--- src/rtl/mod3_frame_tx_if.sv ---
// Handshake and serial-output bundle for mod3_frame_tx.
// The slave modport belongs to the framer; the master modport belongs to the word source and line consumer.
interface mod3_frame_tx_if #(
    parameter int DATA_W = 8
) ();
    logic              i_valid;
    logic [DATA_W-1:0] i_data;
    logic              o_ready;
    logic              o_bit;
    logic              o_bit_valid;
    logic              o_frame_end;

    modport master (
        output i_valid,
        output i_data,
        input  o_ready,
        input  o_bit,
        input  o_bit_valid,
        input  o_frame_end
    );

    modport slave (
        input  i_valid,
        input  i_data,
        output o_ready,
        output o_bit,
        output o_bit_valid,
        output o_frame_end
    );
endinterface

--- src/rtl/mod3_frame_tx.sv ---
// Serialises DATA_W-bit words MSB first and appends two pad bits so that every
// frame carries a multiple-of-three count of ones for the downstream mod-3 detector.
module mod3_frame_tx #(
    parameter int DATA_W = 8
) (
    input logic           i_clk,
    input logic           i_rst_n,
    mod3_frame_tx_if.slave bus
);
    localparam int CNT_W = $clog2(DATA_W + 1);
    localparam logic [CNT_W-1:0] LAST_BIT = CNT_W'(DATA_W - 1);

    localparam logic [1:0] S_IDLE = 2'b00;
    localparam logic [1:0] S_DATA = 2'b01;
    localparam logic [1:0] S_PAD  = 2'b10;

    logic [1:0]        state_q, state_d;
    logic [DATA_W-1:0] sh_q, sh_d;
    logic [CNT_W-1:0]  cnt_q, cnt_d;
    logic [1:0]        res_q, res_d;
    logic              bit_q, bit_d;
    logic              bvld_q, bvld_d;
    logic              fend_q, fend_d;
    logic              live_q;
    logic              ready;
    logic [1:0]        res_inc;

    function automatic logic [1:0] mod3_inc(input logic [1:0] r, input logic b);
        if (!b) return r;
        case (r)
            2'd0:    return 2'd1;
            2'd1:    return 2'd2;
            default: return 2'd0;
        endcase
    endfunction

    // live_q keeps o_ready low until the first edge after reset release.
    assign ready   = live_q && (state_q == S_IDLE);
    assign res_inc = mod3_inc(res_q, bit_q);

    always_comb begin
        state_d = state_q;
        sh_d    = sh_q;
        cnt_d   = cnt_q;
        res_d   = res_q;
        bit_d   = 1'b0;
        bvld_d  = 1'b0;
        fend_d  = 1'b0;
        case (state_q)
            S_IDLE: begin
                if (bus.i_valid && ready) begin
                    state_d = S_DATA;
                    sh_d    = bus.i_data;
                    cnt_d   = '0;
                    res_d   = 2'd0;
                    bit_d   = bus.i_data[DATA_W-1];
                    bvld_d  = 1'b1;
                end
            end
            S_DATA: begin
                // bit_q is the payload bit on the line this cycle; fold it into the residue.
                res_d  = res_inc;
                bvld_d = 1'b1;
                if (cnt_q == LAST_BIT) begin
                    state_d = S_PAD;
                    cnt_d   = '0;
                    bit_d   = (res_inc != 2'd0);
                end else begin
                    sh_d  = sh_q << 1;
                    cnt_d = cnt_q + CNT_W'(1);
                    bit_d = sh_q[DATA_W-2];
                end
            end
            S_PAD: begin
                if (cnt_q == '0) begin
                    cnt_d  = CNT_W'(1);
                    bit_d  = (res_q == 2'd1);
                    bvld_d = 1'b1;
                    fend_d = 1'b1;
                end else begin
                    state_d = S_IDLE;
                    cnt_d   = '0;
                end
            end
            default: begin
                state_d = S_IDLE;
                cnt_d   = '0;
                res_d   = 2'd0;
            end
        endcase
    end

    always_ff @(posedge i_clk or negedge i_rst_n) begin
        if (!i_rst_n) begin
            state_q <= S_IDLE;
            sh_q    <= '0;
            cnt_q   <= '0;
            res_q   <= 2'd0;
            bit_q   <= 1'b0;
            bvld_q  <= 1'b0;
            fend_q  <= 1'b0;
            live_q  <= 1'b0;
        end else begin
            state_q <= state_d;
            sh_q    <= sh_d;
            cnt_q   <= cnt_d;
            res_q   <= res_d;
            bit_q   <= bit_d;
            bvld_q  <= bvld_d;
            fend_q  <= fend_d;
            live_q  <= 1'b1;
        end
    end

    assign bus.o_ready     = ready;
    assign bus.o_bit       = bit_q;
    assign bus.o_bit_valid = bvld_q;
    assign bus.o_frame_end = fend_q;
endmodule

--- src/flat_wrapper.sv ---
// flat-port wrapper written by rule: the top's interface ports become plain ports
module mod3_frame_tx_flat 
#(
    parameter int DATA_W = 8
)
  (i_clk, i_rst_n, bus_i_valid, bus_i_data, bus_o_ready, bus_o_bit, bus_o_bit_valid, bus_o_frame_end);
  mod3_frame_tx_if #(.DATA_W(DATA_W)) bus_i ();
  input logic i_clk;
  input logic i_rst_n;
  input wire logic [$bits(bus_i.i_valid)-1:0] bus_i_valid;
  input wire logic [$bits(bus_i.i_data)-1:0] bus_i_data;
  output wire logic [$bits(bus_i.o_ready)-1:0] bus_o_ready;
  output wire logic [$bits(bus_i.o_bit)-1:0] bus_o_bit;
  output wire logic [$bits(bus_i.o_bit_valid)-1:0] bus_o_bit_valid;
  output wire logic [$bits(bus_i.o_frame_end)-1:0] bus_o_frame_end;
  assign bus_i.i_valid = bus_i_valid;
  assign bus_i.i_data = bus_i_data;
  assign bus_o_ready = bus_i.o_ready;
  assign bus_o_bit = bus_i.o_bit;
  assign bus_o_bit_valid = bus_i.o_bit_valid;
  assign bus_o_frame_end = bus_i.o_frame_end;
  mod3_frame_tx #(.DATA_W(DATA_W)) u_core (.i_clk(i_clk), .i_rst_n(i_rst_n), .bus(bus_i));
endmodule
--- config.mk ---
export PLATFORM = sky130hd
export DESIGN_NAME = mod3_frame_tx_flat
export DESIGN_NICKNAME = d
export VERILOG_FILES = /design/src/rtl/mod3_frame_tx_if.sv /design/src/rtl/mod3_frame_tx.sv /design/src/flat_wrapper.sv
export SDC_FILE = /design/constraint.sdc
export NUM_CORES = 1
export LEC_CHECK = 0
export ABC_AREA = 1
export BUFFER_PORTS_ARGS = -buffer_cell sky130_fd_sc_hd__clkbuf_2
export CAP_MARGIN = 10
export CORE_MARGIN = 3
export CORE_UTILIZATION = 30
export CTS_BUF_LIST = sky130_fd_sc_hd__clkbuf_8
export DETAILED_ROUTE_END_ITERATION = 16
export GPL_TIMING_DRIVEN = 0
export SKIP_LAST_GASP = 1
export SYNTH_ARGS = -nofsm -noshare
export SYNTH_HDL_FRONTEND = slang
export SYNTH_SLANG_ARGS = --single-unit
--- constraint.sdc ---
create_clock -name i_clk -period 3.9 [get_ports i_clk]
set_clock_uncertainty 0.1 [all_clocks]
set_input_delay 0 -clock i_clk [delete_from_list [all_inputs] [get_ports i_clk]]
set_output_delay 0 -clock i_clk [all_outputs]
set_load 0.05 [all_outputs]
After elaboration in Yosys (flattened, before gate mapping) --
Index checks and enable logic that the tools add are counted.
Storage, ports and cells: bits in registers 19, bits in latches 0, memory bits (writable) 0, bits in read-only memories 0, output and inout port bits 4, logic and storage cells 51, memories kept 0
Cells by class: add/sub/neg operators 1, multiply operators 0, divide/modulo/power cells 0, magnitude comparators 0, eq/ne operators 8, shift-type cells 0, mux-type cells 23, bitwise gates (word level) 1, reductions and logical operators 10
Operators by type and width (count):
- $mux 7 | 2
- $pmux 7 s2 | 1
- $pmux 2 s3 | 2
- $pmux 4 s3 | 1
- $mux 2 | 5
- $mux 4 | 2
- $mux 1 | 7
- $ne 2x2->1 const B | 3
- $pmux 1 s3 | 2
- $reduce_and 3->1 | 2
- $add 4x1->4 const B | 1
- $eq 2x1->1 const B | 2
- $eq 4x3->1 const B | 1
- $logic_not 2->1 | 2
- $logic_not 4->1 | 1
- $pmux 2 s2 | 1
- $reduce_bool 2->1 | 2
- $eq 2x2->1 const B | 1
- $logic_and 1x1->1 | 2
- $ne 2x1->1 const B | 1
- $reduce_and 2->1 | 1
- $not 1->1 | 1

Longest topological paths before layout --
depth after elaboration 6, mapped depth 9, mapped depth without buffers 8

Worst setup path after synthesis --
No wires, ideal clock.
path type flip-flop to flip-flop, start point register u_core.state_q[0], end point register u_core.bvld_q (netlist: u_core.bus.o_bit_valid), library setup time 63 ps, arrival time 1430 ps, path slack 2308 ps, cell stages (with the launch flop) 8, path through dfrtp_1 > inv_1 > ha_1 > nand2_1 > inv_1 > nand2_1 > a31o_2 > inv_1
Between the ends: cells in the longest elaborated chain, start to end 5, elaborated cells on any way between the ends 7, classes of those cells 2 x eq/ne; 2 x mux; 3 x reduce/logical
Ends and longest elaborated chain:
- start, declared | line mod3_frame_tx.sv:17 | logic [1:0] state_q, state_d;
- start signal, assigned | line mod3_frame_tx.sv:104 | state_q <= state_d;
- $logic_not 2->1 | line mod3_frame_tx.sv:38 | assign ready = live_q && (state_q == S_IDLE);
- $logic_and 1x1->1 | line mod3_frame_tx.sv:38
- via bus_o_ready | line flat_wrapper.sv:12 | output wire logic [$bits(bus_i.o_ready)-1:0] bus_o_ready;
- $logic_and 1x1->1 | line mod3_frame_tx.sv:51 | if (bus.i_valid && ready) begin
- $mux 1 | line mod3_frame_tx.sv:51
- $pmux 1 s3 | line mod3_frame_tx.sv:49 | case (state_q)
- via u_core.bvld_d | line mod3_frame_tx.sv:22 | logic bvld_q, bvld_d;
- end signal, assigned | line mod3_frame_tx.sv:109 | bvld_q <= bvld_d;
- end, declared | line mod3_frame_tx.sv:22
The timed path passes the listed nets, and every way through them passes these cells. A chain may end at the register's enable or synchronous reset.

Final worst setup path --
start point register u_core.state_q[0], end point register u_core.sh_q[1]
Between the ends: cells in the longest elaborated chain, start to end 5, elaborated cells on any way between the ends 9, classes of those cells 3 x eq/ne; 1 x mux; 5 x reduce/logical
Ends and longest elaborated chain:
- $logic_not 2->1 | line mod3_frame_tx.sv:38, mod3_frame_tx.sv:49
- $logic_and 1x1->1 | line mod3_frame_tx.sv:38
- $logic_and 1x1->1 | line mod3_frame_tx.sv:51
- $ne 2x2->1 (no line)
- $reduce_and 3->1 (no line)
- end signal, assigned | line mod3_frame_tx.sv:96 | sh_q <= '0;
- end signal, assigned | line mod3_frame_tx.sv:105 | sh_q <= sh_d;
- end, declared | line mod3_frame_tx.sv:18 | logic [DATA_W-1:0] sh_q, sh_d;
Several ways; a longest one is shown, not always the timed one.

==> results <==
- The most common cell after layout, fill and taps aside is sky130_fd_sc_hd__nand2_1.
- In this run, placement finished with an instance count of 179.
- The count of pins over their slew limit came to 0.
- The type of destination of the critical path is a register.
- After technology mapping, the gate count stands at 121.
- After global routing the overflow that remains totals 0.
- The sum of met3 wire segment lengths after detailed routing is 83 um.
- The proportion of synthesized chip area in sequential cells is 0.448.
- At the placement stage, the worst setup path has a slack of 2.12 ns.
- Summed over all nets, the half-perimeter wirelength after detailed placement is 1610 um.
- In this run, synthesis produced a sequential element count of 19.
- Setup repair after global routing left no endpoint under its margin.
- The routability congestion estimate is 0.857.
- After clock tree synthesis, the setup repair step added 0 buffers.
- Entering global routing, the biggest net connects 20 pins.
- The setup path with the least slack is of type register to register.
- The Yosys step of the flow raised 0 warnings.
- The average instance area after synthesis is 8.77 um2.
- The post-layout worst setup margin is 2.13 ns.
- The hold violation count in the final report was 0.
- The beginning of the critical path is u_core.state_q[0].
- Setup slack on the worst reg-to-reg path comes out at 2.13 ns.
- The area growth from synthesis to layout is 24.5%.
- The max-cap violation count is 0.
- The final core area utilization is 0.413.
- Across all layers, the routed design uses 874 vias.
- The share of total power dissipated in sequential elements is 0.334.
- The number of different library cells in the post-synthesis netlist is 20.
- After detailed routing, the number of remaining DRC violations is 0.
- Setup violations remaining at the end of the flow were counted as 0.
- The startpoint identified for the worst register-to-register timing path is u_core.state_q[0].
- At the end of the flow, the number of nets in the layout was 167.
- The count of cells in the finished layout, fillers not included, comes to 192.
- The latest clock arrival within the worst-skew pair is 0.25 ns.
- Of the total power, combinational logic draws 0.527.
- The maximum frequency from static timing analysis is 0.564 GHz.
- Cell internal power was estimated by the tool at 0.527 mW.
- In this run the deepest clock path goes through 2 buffers.
- STA puts the critical path data required time at 3.94 ns.
- In this run the most critical hold path is launched from bus_i_data[7].
- The count of buffers added on input and output ports is 14.
- The count of routing violations after the opening detailed-route iteration is 32.
- The multi-input gate area in the final layout is 499 um2.
- The first-pass iteration count of the detailed router is 4.
- CTS built an H-tree with a depth of 1.
- In this run the static leakage power is 0.667 nW.
- In this run the top signal layer used is met4.
- The maximum fanout encountered on the critical timing path is 10.
- The total length of routed wires is 2100 um.
- The TritonCTS sink count is 19.
- The count of nets left with antenna violations once routing finished came out at 0.
- The sum of met2 wire segment lengths after detailed routing is 896 um.
- The x dimension of the die is 65.5 um.
- The ratio of final minimum period to clock period is 0.454.
- The first global-routing pass estimated 3710 um of wire.
- Of the total power, the clock network draws 0.139.
- The combined global-route utilization of all metal layers is 0.112.
- Clock tree synthesis selected as its root buffer the cell sky130_fd_sc_hd__clkbuf_8.
- The share of cells above drive strength 1 is 0.203.
- The fill cell instance count of the final layout is 325.
- The repair_antennas step left the layout with diodes totalling 0.
- The length of routed wiring on met1 is 1080 um.
- The synthesized netlist net count is 139.
- The floorplan die area is 4290 um2.
- The floorplan has 20 rows.
- The arrival time at the worst endpoint is 1.81 ns.
- The switching share of power is 0.453.
- The number of vias per cell is 4.55.
- The type of the worst min-delay path is input pin to register.
- In this run, CTS created clock tree buffers numbering 3.
- After routing, the total negative slack on setup checks comes to 0 ns.
- The net load switching power is 0.437 mW.
- The netlist area before placement is 1060 um2.
- Leaving out fill and tap cells, the most frequent cells in the layout are 27 x sky130_fd_sc_hd__nand2_1, 19 x sky130_fd_sc_hd__dfrtp_1, 17 x sky130_fd_sc_hd__inv_1.
- The count of boundary I/O pins is 15.
- For this configuration, the core starts out at a cell density of 0.331.
- The flow ran to the end, and the final reports show no timing, DRC or antenna violations.
- The worst-case IR drop observed on VDD is 0.000274 V.
- The TritonCTS clock tree is done.
- After clock tree synthesis, the clock-pin slew on the worst setup and hold paths is 0.07 ns.
- The area occupied by registers is 475 um2.
- The routed length per placed instance is 10.9 um.
- STA classifies the critical path startpoint as a register.
- The initial antenna violation count came to 0.
- The core region is 3200 um2.
- The via count of the first global-routing pass is 855.
- The die is 65.5 um tall.
- The total power per unit cell area is 729 nW/um2.
- The worst path needs 1.77 ns of the cycle, external delays included.
-- per-layer routing --
layer  up-vias  track usage
met5         -            0
met4         0       0.0544
met3         3       0.0205
met2        20        0.167
met1       399        0.156
li1        452            -
-- worst paths after layout --
check	to	depth (start not counted)
setup / recovery	u_core.sh_q[1]	8
min in group asynchronous	u_core.cnt_q[3]	2
hold / removal	u_core.bus.o_bit	5
setup reg to reg	u_core.sh_q[1]	8
max in group asynchronous	u_core.sh_q[4]	2
hold reg to reg	u_core.sh_q[4]	2
-- power by group through the flow --
stage               Clock, mW  Sequential (mW)  Combinational, mW
floorplan                   0            0.361              0.359
global placement            0            0.320              0.494
detailed placement          0            0.326              0.508
CTS                     0.139            0.322              0.517
global route            0.151            0.330              0.575
finish                  0.134            0.322              0.507
-- cell families (layout without fill, tap and decap cells) --
| group | Yosys count | in the layout | synth area share |
|---|---|---|---|
| mux | 6 | 6 | 0.0566 |
| fa+ha+maj | 7 | 7 | 0.0825 |
| flops | 19 | 19 | 0.448 |
| buf+inv | 19 | 46 | 0.0814 |
| compound gates | 21 | 21 | 0.131 |
| other cells | 1 | 1 | 0.00353 |
| simple gates | 48 | 48 | 0.197 |
-- cell type report --
cell class,count,share of cell area
Buffer,2,0.0152
Clock buffer,3,0.0312
Clock inverter,1,0.00284
Inverter,17,0.0502
Multi-Input combinational cell,83,0.378
Sequential cell,19,0.360
Tap cell,44,0.0417
Timing Repair Buffer,23,0.121
-- synthesized netlist by cell type --
cell / instances / area [um2]
sky130_fd_sc_hd__a21oi_4: 1 / 16.3
sky130_fd_sc_hd__or2_2: 1 / 6.26
sky130_fd_sc_hd__o211ai_2: 1 / 12.5
sky130_fd_sc_hd__a31o_2: 1 / 8.76
sky130_fd_sc_hd__nor2_1: 6 / 22.5
sky130_fd_sc_hd__buf_8: 1 / 15.0
sky130_fd_sc_hd__inv_4: 1 / 6.26
sky130_fd_sc_hd__conb_1: 1 / 3.75
sky130_fd_sc_hd__dfrtp_1: 19 / 475
sky130_fd_sc_hd__nand2_1: 27 / 101
sky130_fd_sc_hd__mux2i_1: 6 / 60.1
sky130_fd_sc_hd__buf_2: 1 / 5.00
sky130_fd_sc_hd__ha_1: 7 / 87.6
sky130_fd_sc_hd__nand2_2: 3 / 18.8
sky130_fd_sc_hd__o21ai_0: 11 / 55.1
sky130_fd_sc_hd__nand3_1: 7 / 35.0
sky130_fd_sc_hd__inv_1: 16 / 60.1
sky130_fd_sc_hd__a21oi_1: 4 / 20.0
sky130_fd_sc_hd__o21ai_2: 3 / 26.3
sky130_fd_sc_hd__nand4_1: 4 / 25.0
-- stage by stage --
stage / cell area (um2) / hold slack [ns] / power (mW)
after global routing: 1320 / 0.0623 / 1.06
after floorplan: 1060 / -0.396 / 0.720
final: 1320 / 0.0389 / 0.963
after global placement: 1190 / -0.118 / 0.815
after detailed placement: 1190 / -0.118 / 0.834
after CTS: 1320 / 0.0409 / 0.978
-- sequential cells by signal, indices dropped and copies added (netlist names) --
register / cells
u_core.bus.o_bit: 1
u_core.bus.o_bit_valid: 1
u_core.bus.o_frame_end: 1
u_core.cnt_q: 4
u_core.live_q: 1
u_core.res_q: 2
u_core.sh_q: 7
u_core.state_q: 2
-- critical path, stage by stage, from the launching register on --
cell and delay, ns:
sky130_fd_sc_hd__dfrtp_1 0.42, sky130_fd_sc_hd__inv_1 0.12, sky130_fd_sc_hd__ha_1 0.23, sky130_fd_sc_hd__inv_1 0.09, sky130_fd_sc_hd__a21oi_4 0.20, sky130_fd_sc_hd__inv_4 0.08, sky130_fd_sc_hd__o211ai_2 0.14, sky130_fd_sc_hd__buf_8 0.19
sky130_fd_sc_hd__o21ai_0 0.08
-- timing repair --
action / 4_1_cts / 5_1_grt
gates resized for setup: 0 / 0
hold endpoints to repair: 27 / 0
hold buffers: 9 / 0
No activity file was read; power rests on OpenSTA's default activity.
